## config.mk

```make
export PLATFORM = sky130hd
export DESIGN_NAME = ttt_packet_frontend
export DESIGN_NICKNAME = d
export VERILOG_FILES = /design/src/rtl/ttt_packet_frontend.sv
export SDC_FILE = /design/constraint.sdc
export NUM_CORES = 1
export LEC_CHECK = 0
export ABC_AREA = 1
export CAP_MARGIN = 20
export CORE_MARGIN = 1
export CORE_UTILIZATION = 44
export CTS_CLUSTER_SIZE = 25
export DETAILED_ROUTE_END_ITERATION = 10
export GPL_ROUTABILITY_DRIVEN = 0
export PLACE_DENSITY = 0.74
export REMOVE_ABC_BUFFERS = 1
export SYNTH_ARGS = -nofsm -noshare
export SYNTH_HDL_FRONTEND = slang
export SYNTH_SLANG_ARGS = --single-unit
```

## constraint.sdc

```tcl
create_clock -name clock_fast -period 3.4 [get_ports clock_fast]
set_input_delay 0.34 -clock clock_fast [delete_from_list [all_inputs] [get_ports clock_fast]]
set_output_delay 0.34 -clock clock_fast [all_outputs]
set_load 0.02 [all_outputs]
```

## src/rtl/ttt_packet_frontend.sv

```systemverilog
// rtl/ttt_packet_frontend.sv - beat-to-packet assembler, instruction decoder and start/stop event FIFO
// for the tick-tock-tokens core
module ttt_packet_frontend #(
   parameter int NUM_PROCESSORS  = 15,
   parameter int NUM_CONNECTIONS = 225,
   parameter int NEW_TOKEN_BITS  = 4,
   parameter int TOKEN_BITS      = 8,
   parameter int DURATION_BITS   = 8,
   parameter int IN_WIDTH        = 8,
   parameter int FIFO_DEPTH      = 4,
   localparam int PROC_BITS   = $clog2(NUM_PROCESSORS),
   localparam int CONN_BITS   = $clog2(NUM_CONNECTIONS),
   localparam int D_A         = PROC_BITS + 2 * NEW_TOKEN_BITS,
   localparam int D_B         = (PROC_BITS + DURATION_BITS > D_A) ? PROC_BITS + DURATION_BITS : D_A,
   localparam int D_C         = (PROC_BITS + TOKEN_BITS > D_B) ? PROC_BITS + TOKEN_BITS : D_B,
   localparam int D_D         = (NEW_TOKEN_BITS + CONN_BITS > D_C) ? NEW_TOKEN_BITS + CONN_BITS : D_C,
   localparam int DATA_BITS   = (PROC_BITS + CONN_BITS > D_D) ? PROC_BITS + CONN_BITS : D_D,
   localparam int PACKET_BITS = 4 + DATA_BITS,
   localparam int BEATS       = (PACKET_BITS + IN_WIDTH - 1) / IN_WIDTH,
   localparam int CNT_BITS    = (BEATS > 1) ? $clog2(BEATS) : 1,
   localparam int PTR_BITS    = $clog2(FIFO_DEPTH),
   localparam int FCNT_BITS   = PTR_BITS + 1
) (
   input  logic                      clock_fast,
   input  logic                      reset,
   input  logic [IN_WIDTH-1:0]       in_data,
   input  logic                      in_valid,
   input  logic                      in_sync,
   output logic                      in_ready,
   output logic [3:0]                instruction,
   output logic [PROC_BITS-1:0]      processor_id,
   output logic [NEW_TOKEN_BITS-1:0] good_tokens_in,
   output logic [NEW_TOKEN_BITS-1:0] bad_tokens_in,
   output logic [NEW_TOKEN_BITS-1:0] prog_tokens,
   output logic [CONN_BITS-1:0]      connection_id,
   output logic [TOKEN_BITS-1:0]     prog_threshold,
   output logic [DURATION_BITS-1:0]  prog_duration,
   output logic                      instr_valid,
   input  logic                      instr_ready,
   input  logic                      evt_valid,
   input  logic [PROC_BITS-1:0]      evt_proc,
   input  logic [1:0]                evt_startstop,
   output logic                      out_valid,
   output logic [PROC_BITS-1:0]      out_proc,
   output logic [1:0]                out_startstop,
   input  logic                      out_ready,
   output logic [FCNT_BITS-1:0]      fifo_count,
   input  logic                      clear_flags,
   output logic                      overflow,
   output logic                      bad_op
);

   typedef enum logic {COLLECT = 1'b0, ISSUE = 1'b1} state_t;

   state_t                   state_q, state_d;
   logic [CNT_BITS-1:0]      beat_q, beat_d, beat_base;
   logic [PACKET_BITS-1:0]   pkt_q, pkt_d, pkt_base, pkt_shift;
   logic [3:0]               opcode_new;
   logic                     reserved_new;
   logic                     bad_op_q, bad_op_d, bad_op_set;
   logic                     overflow_q, overflow_d;
   logic [PROC_BITS+1:0]     mem_q [FIFO_DEPTH];
   logic [PROC_BITS+1:0]     mem_d [FIFO_DEPTH];
   logic [PTR_BITS-1:0]      wr_ptr_q, wr_ptr_d, rd_ptr_q, rd_ptr_d;
   logic [FCNT_BITS-1:0]     count_q, count_d;
   logic                     push, pop, full, push_ok;
   logic [PROC_BITS+1:0]     head;
   logic [DATA_BITS-1:0]     data;

   always_comb begin
      state_d    = state_q;
      beat_d     = beat_q;
      pkt_d      = pkt_q;
      bad_op_set = 1'b0;
      // in_sync restarts framing; a beat in the same cycle becomes beat 0
      beat_base    = in_sync ? '0 : beat_q;
      pkt_base     = in_sync ? '0 : pkt_q;
      pkt_shift    = PACKET_BITS'({pkt_base, in_data});
      opcode_new   = pkt_shift[PACKET_BITS-1 -: 4];
      reserved_new = (opcode_new == 4'b0011) || (opcode_new[3:2] == 2'b01) || (opcode_new == 4'b1000);
      case (state_q)
         COLLECT: begin
            beat_d = beat_base;
            pkt_d  = pkt_base;
            if (in_valid) begin
               pkt_d = pkt_shift;
               if (beat_base == CNT_BITS'(BEATS - 1)) begin
                  beat_d = '0;
                  if (reserved_new) begin
                     bad_op_set = 1'b1;
                     pkt_d      = '0;
                  end else begin
                     state_d = ISSUE;
                  end
               end else begin
                  beat_d = beat_base + CNT_BITS'(1);
               end
            end
         end
         ISSUE: begin
            if (instr_ready) state_d = COLLECT;
         end
         default: state_d = COLLECT;
      endcase
      bad_op_d = bad_op_set ? 1'b1 : (clear_flags ? 1'b0 : bad_op_q);
   end

   always_comb begin
      push     = evt_valid && (evt_startstop != 2'b00);
      pop      = (count_q != '0) && out_ready;
      full     = (count_q == FCNT_BITS'(FIFO_DEPTH));
      // a pop in the same cycle frees the slot a full FIFO needs
      push_ok  = push && (!full || pop);
      mem_d    = mem_q;
      wr_ptr_d = wr_ptr_q;
      rd_ptr_d = rd_ptr_q;
      count_d  = count_q;
      if (push_ok) begin
         mem_d[wr_ptr_q] = {evt_proc, evt_startstop};
         wr_ptr_d        = wr_ptr_q + PTR_BITS'(1);
      end
      if (pop) rd_ptr_d = rd_ptr_q + PTR_BITS'(1);
      if (push_ok && !pop) count_d = count_q + FCNT_BITS'(1);
      else if (!push_ok && pop) count_d = count_q - FCNT_BITS'(1);
      overflow_d = (push && !push_ok) ? 1'b1 : (clear_flags ? 1'b0 : overflow_q);
   end

   always_ff @(posedge clock_fast) begin
      if (reset) begin
         state_q    <= COLLECT;
         beat_q     <= '0;
         pkt_q      <= '0;
         bad_op_q   <= 1'b0;
         overflow_q <= 1'b0;
         wr_ptr_q   <= '0;
         rd_ptr_q   <= '0;
         count_q    <= '0;
         for (int i = 0; i < FIFO_DEPTH; i++) mem_q[i] <= '0;
      end else begin
         state_q    <= state_d;
         beat_q     <= beat_d;
         pkt_q      <= pkt_d;
         bad_op_q   <= bad_op_d;
         overflow_q <= overflow_d;
         wr_ptr_q   <= wr_ptr_d;
         rd_ptr_q   <= rd_ptr_d;
         count_q    <= count_d;
         mem_q      <= mem_d;
      end
   end

   assign data           = pkt_q[DATA_BITS-1:0];
   assign instruction    = pkt_q[PACKET_BITS-1 -: 4];
   assign processor_id   = data[DATA_BITS-1 -: PROC_BITS];
   assign prog_tokens    = data[DATA_BITS-1 -: NEW_TOKEN_BITS];
   assign good_tokens_in = data[2*NEW_TOKEN_BITS-1 : NEW_TOKEN_BITS];
   assign bad_tokens_in  = data[NEW_TOKEN_BITS-1:0];
   assign connection_id  = data[CONN_BITS-1:0];
   assign prog_threshold = data[TOKEN_BITS-1:0];
   assign prog_duration  = data[DURATION_BITS-1:0];
   assign in_ready       = (state_q == COLLECT);
   assign instr_valid    = (state_q == ISSUE);

   assign head          = mem_q[rd_ptr_q];
   assign out_valid     = (count_q != '0);
   assign out_proc      = out_valid ? head[PROC_BITS+1:2] : '0;
   assign out_startstop = out_valid ? head[1:0] : 2'b00;
   assign fifo_count    = count_q;
   assign overflow      = overflow_q;
   assign bad_op        = bad_op_q;

endmodule

```

==> results of run 1 <==
sequential cells by signal, summed over array words and instances, names as in the netlist:
register,count
pkt_q,16
fifo_count,3
bad_op,1
overflow,1
mem_q,24
instr_valid,1
rd_ptr_q,2
beat_q,1
wr_ptr_q,2
metal layers:
metal | global-route usage [%] | vias to the layer above | share of wire (%)
li1 | - | 1406 | -
met5 | 0 | - | 0
met4 | 6.90 | 0 | 1.3
met2 | 32.8 | 71 | 47
met3 | 4.82 | 11 | 5.8
met1 | 24.0 | 1247 | 46
power by group through the flow:
stage                     logic, mW  registers, mW  clock network [mW]
after CTS                     0.670          0.713               0.389
after floorplan               0.347          0.767                   0
after global routing          0.730          0.725               0.412
final                         0.668          0.713               0.381
after detailed placement      0.667          0.727                   0
after global placement        0.654          0.724                   0
area by class of cell:
cell class | count | share of cell area, %
Multi-Input combinational cell | 261 | 35.0
Sequential cell | 51 | 27.7
Timing Repair Buffer | 81 | 21.9
Inverter | 99 | 10.1
Clock buffer | 8 | 2.72
Tap cell | 77 | 2.61
placed cells by master (no fill, tap or decap), drive strengths merged, types with 2 or more instances in the layout:
cell type	count
o21ai	35
a21oi	45
ha	5
nand4	3
nand2	126
nor2	40
inv	98
dfxtp	51
clkdlybuf4s50	79
buf	2
nand3	3
clkbuf	8
worst reg2reg max path, cell delays in order, from the launching register on:
cell and delay (ns):
dfxtp_1 0.42, inv_1 0.09, nand4_2 0.09, nand2_2 0.19, inv_1 0.11, ha_1 0.14
inv_1 0.06, fa_1 0.38, a21oi_1 0.14, o21ai_0 0.11, o21ai_0 0.16, a21oi_1 0.06
worst paths after layout:
| check | from | to | slack, ns | cells past startpoint |
|---|---|---|---|---|
| max | rd_ptr_q[0]$_SDFFE_PP0P_ | out_proc[0] | 0.88 | 5 |
| min | beat_q$_SDFFE_PP0N_ | beat_q$_SDFFE_PP0N_ | 0.47 | 2 |
| max reg2reg | fifo_count[0]$_SDFFE_PP0P_ | fifo_count[2]$_SDFFE_PP0P_ | 1.36 | 11 |
| min reg2reg | beat_q$_SDFFE_PP0N_ | beat_q$_SDFFE_PP0N_ | 0.47 | 2 |
logic make-up after synthesis:
family          after synthesis  share of synthesized area [%]
compound gates               81                           15.0
fa+ha+maj                     6                           2.78
xor+xnor                      1                          0.295
simple gates                173                           25.4
buf+inv                     140                           22.2
flops                        51                           34.4
stage by stage:
stage	hold slack [ns]	util [%]	cell area, µm²	instances	worst slack (ns)
finish	0.471	57.4	3690	577	0.877
global placement	0.450	55.8	3590	569	1.01
detailed placement	0.458	55.8	3590	569	0.965
floorplan	0.402	-	2680	411	1.38
CTS	0.471	57.4	3690	577	0.884
global route	0.496	57.4	3690	577	0.696
==> flow_summary.json, run 1 <==
{
  "hold_violations": 0,
  "combPwrFrac_pct": 37.9,
  "p_sw_mw": 0.643,
  "routed_wl_mm": 6.85,
  "syn_inst": 452,
  "cts_root_buf": "clkbuf_8",
  "p_total_mw": 1.76,
  "critPathBufInv": 2,
  "synth.cell_area_um2": 2970,
  "cts.hold.buffers_added": 0,
  "fin_crit_sh_pct": 74.2,
  "coreArea_um2": 6420,
  "dr.first_iter.drc_count": 99,
  "crit_fanout": 14,
  "synth_top_area_share_pct": 34.4,
  "rows": 29,
  "fp.dieH_um": 84.2,
  "async_flop_share_pct": 0,
  "sw_frac_of_total_pct": 36.5,
  "viasPerCell": 4.74,
  "vias": 2735,
  "ys_ff_latch": 51,
  "ys_types": 27,
  "setup_tns_ns": 0,
  "cts.sinks": 51,
  "fin_worst_skew_ns": 0.00451,
  "initial_core_util_pct": 46.3,
  "syn_to_final_growth_pct": 24.0,
  "power_frac_seq_pct": 40.5,
  "clk_latency_ns": 0.30,
  "synth_enable_flop_cells": 0,
  "ir_drop_mv": 0.180,
  "detail-route-antenna-nets": 0,
  "worst_path_max_delay_cell": "clkdlybuf4s50_1",
  "crit_path_start_kind": "flop",
  "clockBufferDepth": 2,
  "dr.pass1.iters": 7,
  "cap_violations": 0,
  "cts-resized-gates": 0,
  "cp_cell_sequence": "inv_1 -> a21oi_1 -> o21ai_0 -> a21oi_1 -> clkdlybuf4s50_1",
  "setup_viol_count_final": 0,
  "arrival_ns": 2.18,
  "p_leak_nw": 1.64,
  "rsz0062_at_grt": "no",
  "io_buffer_count": 79,
  "outcome": "finished with violations",
  "cts_setup_buffers": 0,
  "syn_avg_cell_area_um2": 6.57,
  "netlist_top_cells_count": "nand2_1, inv_1, dfxtp_1",
  "seqCellArea_um2": 1020,
  "cpPeakStageDelay_ns": 0.62,
  "violations": "DRC",
  "multi_input_area_um2": 1290,
  "wl_per_cell_um": 11.9,
  "cp_top_family": "buffers and inverters",
  "htreeDepth": 2,
  "powerDensity_nw_per_um2": 478,
  "worstSetupEndpointType": "output pin",
  "grt_overflow": 0,
  "drc": 4,
  "fillCellCount": 613,
  "grt_pass1_vias": 2581,
  "max_freq_mhz": 396,
  "clk_pin_slew_worst_paths_ns": 0.09,
  "holdCritPathClass": "reg2reg",
  "critPathKind": "reg2out",
  "relSlewSlack_pct": 52.2,
  "finalCriticalPeriod_ns": 2.52,
  "drive_gt1_share_pct": 8.80,
  "required_ns": 3.06,
  "drv_slew": 0,
  "tightest_slew_ns": 0.716,
  "grt_pass1_wl_mm": 11.2,
  "cts_tree": "built",
  "n_antenna_cell": 0,
  "dp_hpwl_mm": 4.93,
  "cp_common_cell": "a21oi_1",
  "intPower_mw": 1.12,
  "yosysMostFrequentCell": "nand2_1",
  "die_x_um": 84.2,
  "io_pins": 80,
  "ys.flop_type": "dfxtp_1",
  "synth.largest_area_cell": "dfxtp_1",
  "die_area_um2": 7090,
  "synth_area_leaders": "dfxtp_1, nand2_1, inv_1",
  "ys_warn_count": 0,
  "cts_buffers": 5,
  "final_net_count": 527,
  "antenna_found_initial": 0,
  "grt_max_degree": 22,
  "ys_seq_area_share_pct": 34.4,
  "grt_usage_pct": 19.4,
  "pwr-share-clk_pct": 21.6
}
(Power assumes the default switching activity.)
==> run 2: changes to the inputs <==
==> constraint.sdc (replaced) <==
create_clock -name clock_fast -period 2.5 [get_ports clock_fast]
set_input_delay 0.25 -clock clock_fast [delete_from_list [all_inputs] [get_ports clock_fast]]
set_output_delay 0.25 -clock clock_fast [all_outputs]
set_load 0.02 [all_outputs]
==> run 2 against run 1 <==
Compared with the run above: the flow still finishes with violations (DRC); non-clock buffer count grew 2; power is 36% higher; largest cell class unchanged; via count down 1.0%; first-iteration DRC count increased by 22%; cell count rose by 0.35%; combinational power rose by 36%.
==> flow_summary.json, run 2 (synthesis results as in run 1) <==
{
  "outcome": "finished with violations",
  "violations": "DRC",
  "dp.cells": 571,
  "grt_max_degree": 31,
  "ir_drop_mv": 0.321,
  "cts.sinks": 51,
  "grt_usage_pct": 19.5,
  "design_area_um2": 3700,
  "grt_overflow": 0,
  "holdCritPathClass": "reg2reg",
  "arrival_ns": 2.02,
  "p_sw_mw": 0.899,
  "drive_gt1_share_pct": 9.56,
  "rsz0062_at_grt": "no",
  "fin_crit_sh_pct": 90.9,
  "clk_latency_ns": 0.31,
  "wl_per_cell_um": 11.7,
  "drc": 4,
  "clk_pin_slew_worst_paths_ns": 0.10,
  "instances_no_fill": 579,
  "finalHoldWorstSlack_ns": 0.477,
  "final_net_count": 529,
  "critPathKind": "reg2out",
  "clockBufferDepth": 2,
  "intPower_mw": 1.50,
  "power_frac_seq_pct": 40.4,
  "crit_path_start_kind": "flop",
  "p_total_mw": 2.40,
  "largest_reg_flops": 24,
  "viasPerCell": 4.68,
  "hold_violations": 0,
  "grt_pass1_wl_mm": 11.2,
  "dr.pass1.iters": 9,
  "powerDensity_nw_per_um2": 649,
  "n_antenna_cell": 0,
  "max_freq_mhz": 440,
  "drv_slew": 0,
  "die_x_um": 84.2,
  "required_ns": 2.25,
  "place_area_um2": 3600,
  "final_common_cell": "nand2_1",
  "detail-route-antenna-nets": 0,
  "io_pins": 80,
  "layout_common_cells": "nand2_1, inv_1, clkdlybuf4s50_1, dfxtp_1, nor2_1",
  "pwr-share-clk_pct": 21.7,
  "reg2reg_from": "fifo_count[1]$_SDFFE_PP0P_",
  "tightest_slew_ns": 0.442,
  "syn_to_final_growth_pct": 24.5,
  "initial_core_util_pct": 46.3,
  "final_util_pct": 57.6,
  "dr.first_iter.drc_count": 121,
  "min-delay-start": "overflow$_SDFFE_PP0P_",
  "io_buffer_count": 79,
  "top_register": "mem_q",
  "cts_tree": "built",
  "cts_buffers": 5,
  "coreArea_um2": 6420,
  "dp_hpwl_mm": 4.94,
  "rows": 29,
  "p_leak_nw": 1.64,
  "worstSetupEndpointType": "output pin",
  "fp.dieH_um": 84.2,
  "die_area_um2": 7090,
  "cts_root_buf": "clkbuf_8",
  "setup_viol_count_final": 0,
  "routed_wl_mm": 6.77,
  "combPwrFrac_pct": 37.9,
  "sw_frac_of_total_pct": 37.4,
  "htreeDepth": 2,
  "setup_tns_ns": 0,
  "grt_pass1_vias": 2493,
  "worst_slack_ns": 0.227,
  "cp-startpoint": "rd_ptr_q[0]$_SDFFE_PP0P_",
  "cts.hold.buffers_added": 0,
  "relSlewSlack_pct": 70.3,
  "fin_worst_skew_ns": 0.00858,
  "cap_violations": 0,
  "antenna_found_initial": 0,
  "dp_slack_ns": 0.316,
  "crit_fanout": 14,
  "finalCriticalPeriod_ns": 2.27,
  "vias": 2707
}
## run 2: cell count changes in the layout (fill, tap and decap cells not counted)
cell and change:
clkinvlp_4 +1, clkinv_4 +1, clkbuf_8 -1, clkbuf_1 -1
buf_4 +2, dfxtp_2 +1, dfxtp_1 -1
## run 2: worst paths after layout
| kind | endpoint | slack (ns) | depth (start not counted) |
|---|---|---|---|
| max | out_proc[1] | 0.23 | 5 |
| min | overflow$_SDFFE_PP0P_ | 0.48 | 2 |
| max reg2reg | fifo_count[2]$_SDFFE_PP0P_ | 0.57 | 10 |
| min reg2reg | overflow$_SDFFE_PP0P_ | 0.48 | 2 |
## run 2: critical path, stage by stage (launching register included)
cell and delay [ns]:
dfxtp_2 0.44, inv_1 0.22, a21oi_1 0.18, o21ai_0 0.11, a21oi_1 0.14, clkdlybuf4s50_1 0.61
## run 2: final cells by class
class | instances | area, µm²
Clock buffer | 6 | 82.6
Clock inverter | 2 | 16.3
Fill cell | 616 | 2720
Inverter | 99 | 372
Multi-Input combinational cell | 261 | 1290
Sequential cell | 51 | 1020
Tap cell | 77 | 96.3
Timing Repair Buffer | 83 | 821
## run 2: power by group through the flow
| stage | Combinational [mW] | Clock (mW) | Sequential [mW] |
|---|---|---|---|
| 2_1_floorplan | 0.472 | 0 | 1.04 |
| 3_3_place_gp | 0.890 | 0 | 0.983 |
| 3_5_place_dp | 0.909 | 0 | 0.988 |
| 4_1_cts | 0.917 | 0.533 | 0.970 |
| 5_1_grt | 1.00 | 0.556 | 0.985 |
| 6_report | 0.910 | 0.521 | 0.971 |
## run 2: repair_timing
action	in CTS	in global routing
endpoints found under the setup margin	0	6
resized for setup	0	1
buffers inserted	0	0
## run 2: metal layers
layer,share of wire (%),up-vias,global-route usage [%]
met2,49,73,34.9
met3,5.5,8,4.13
met4,1.3,0,6.43
li1,-,1411,-
met1,44,1215,23.2
met5,0,-,0
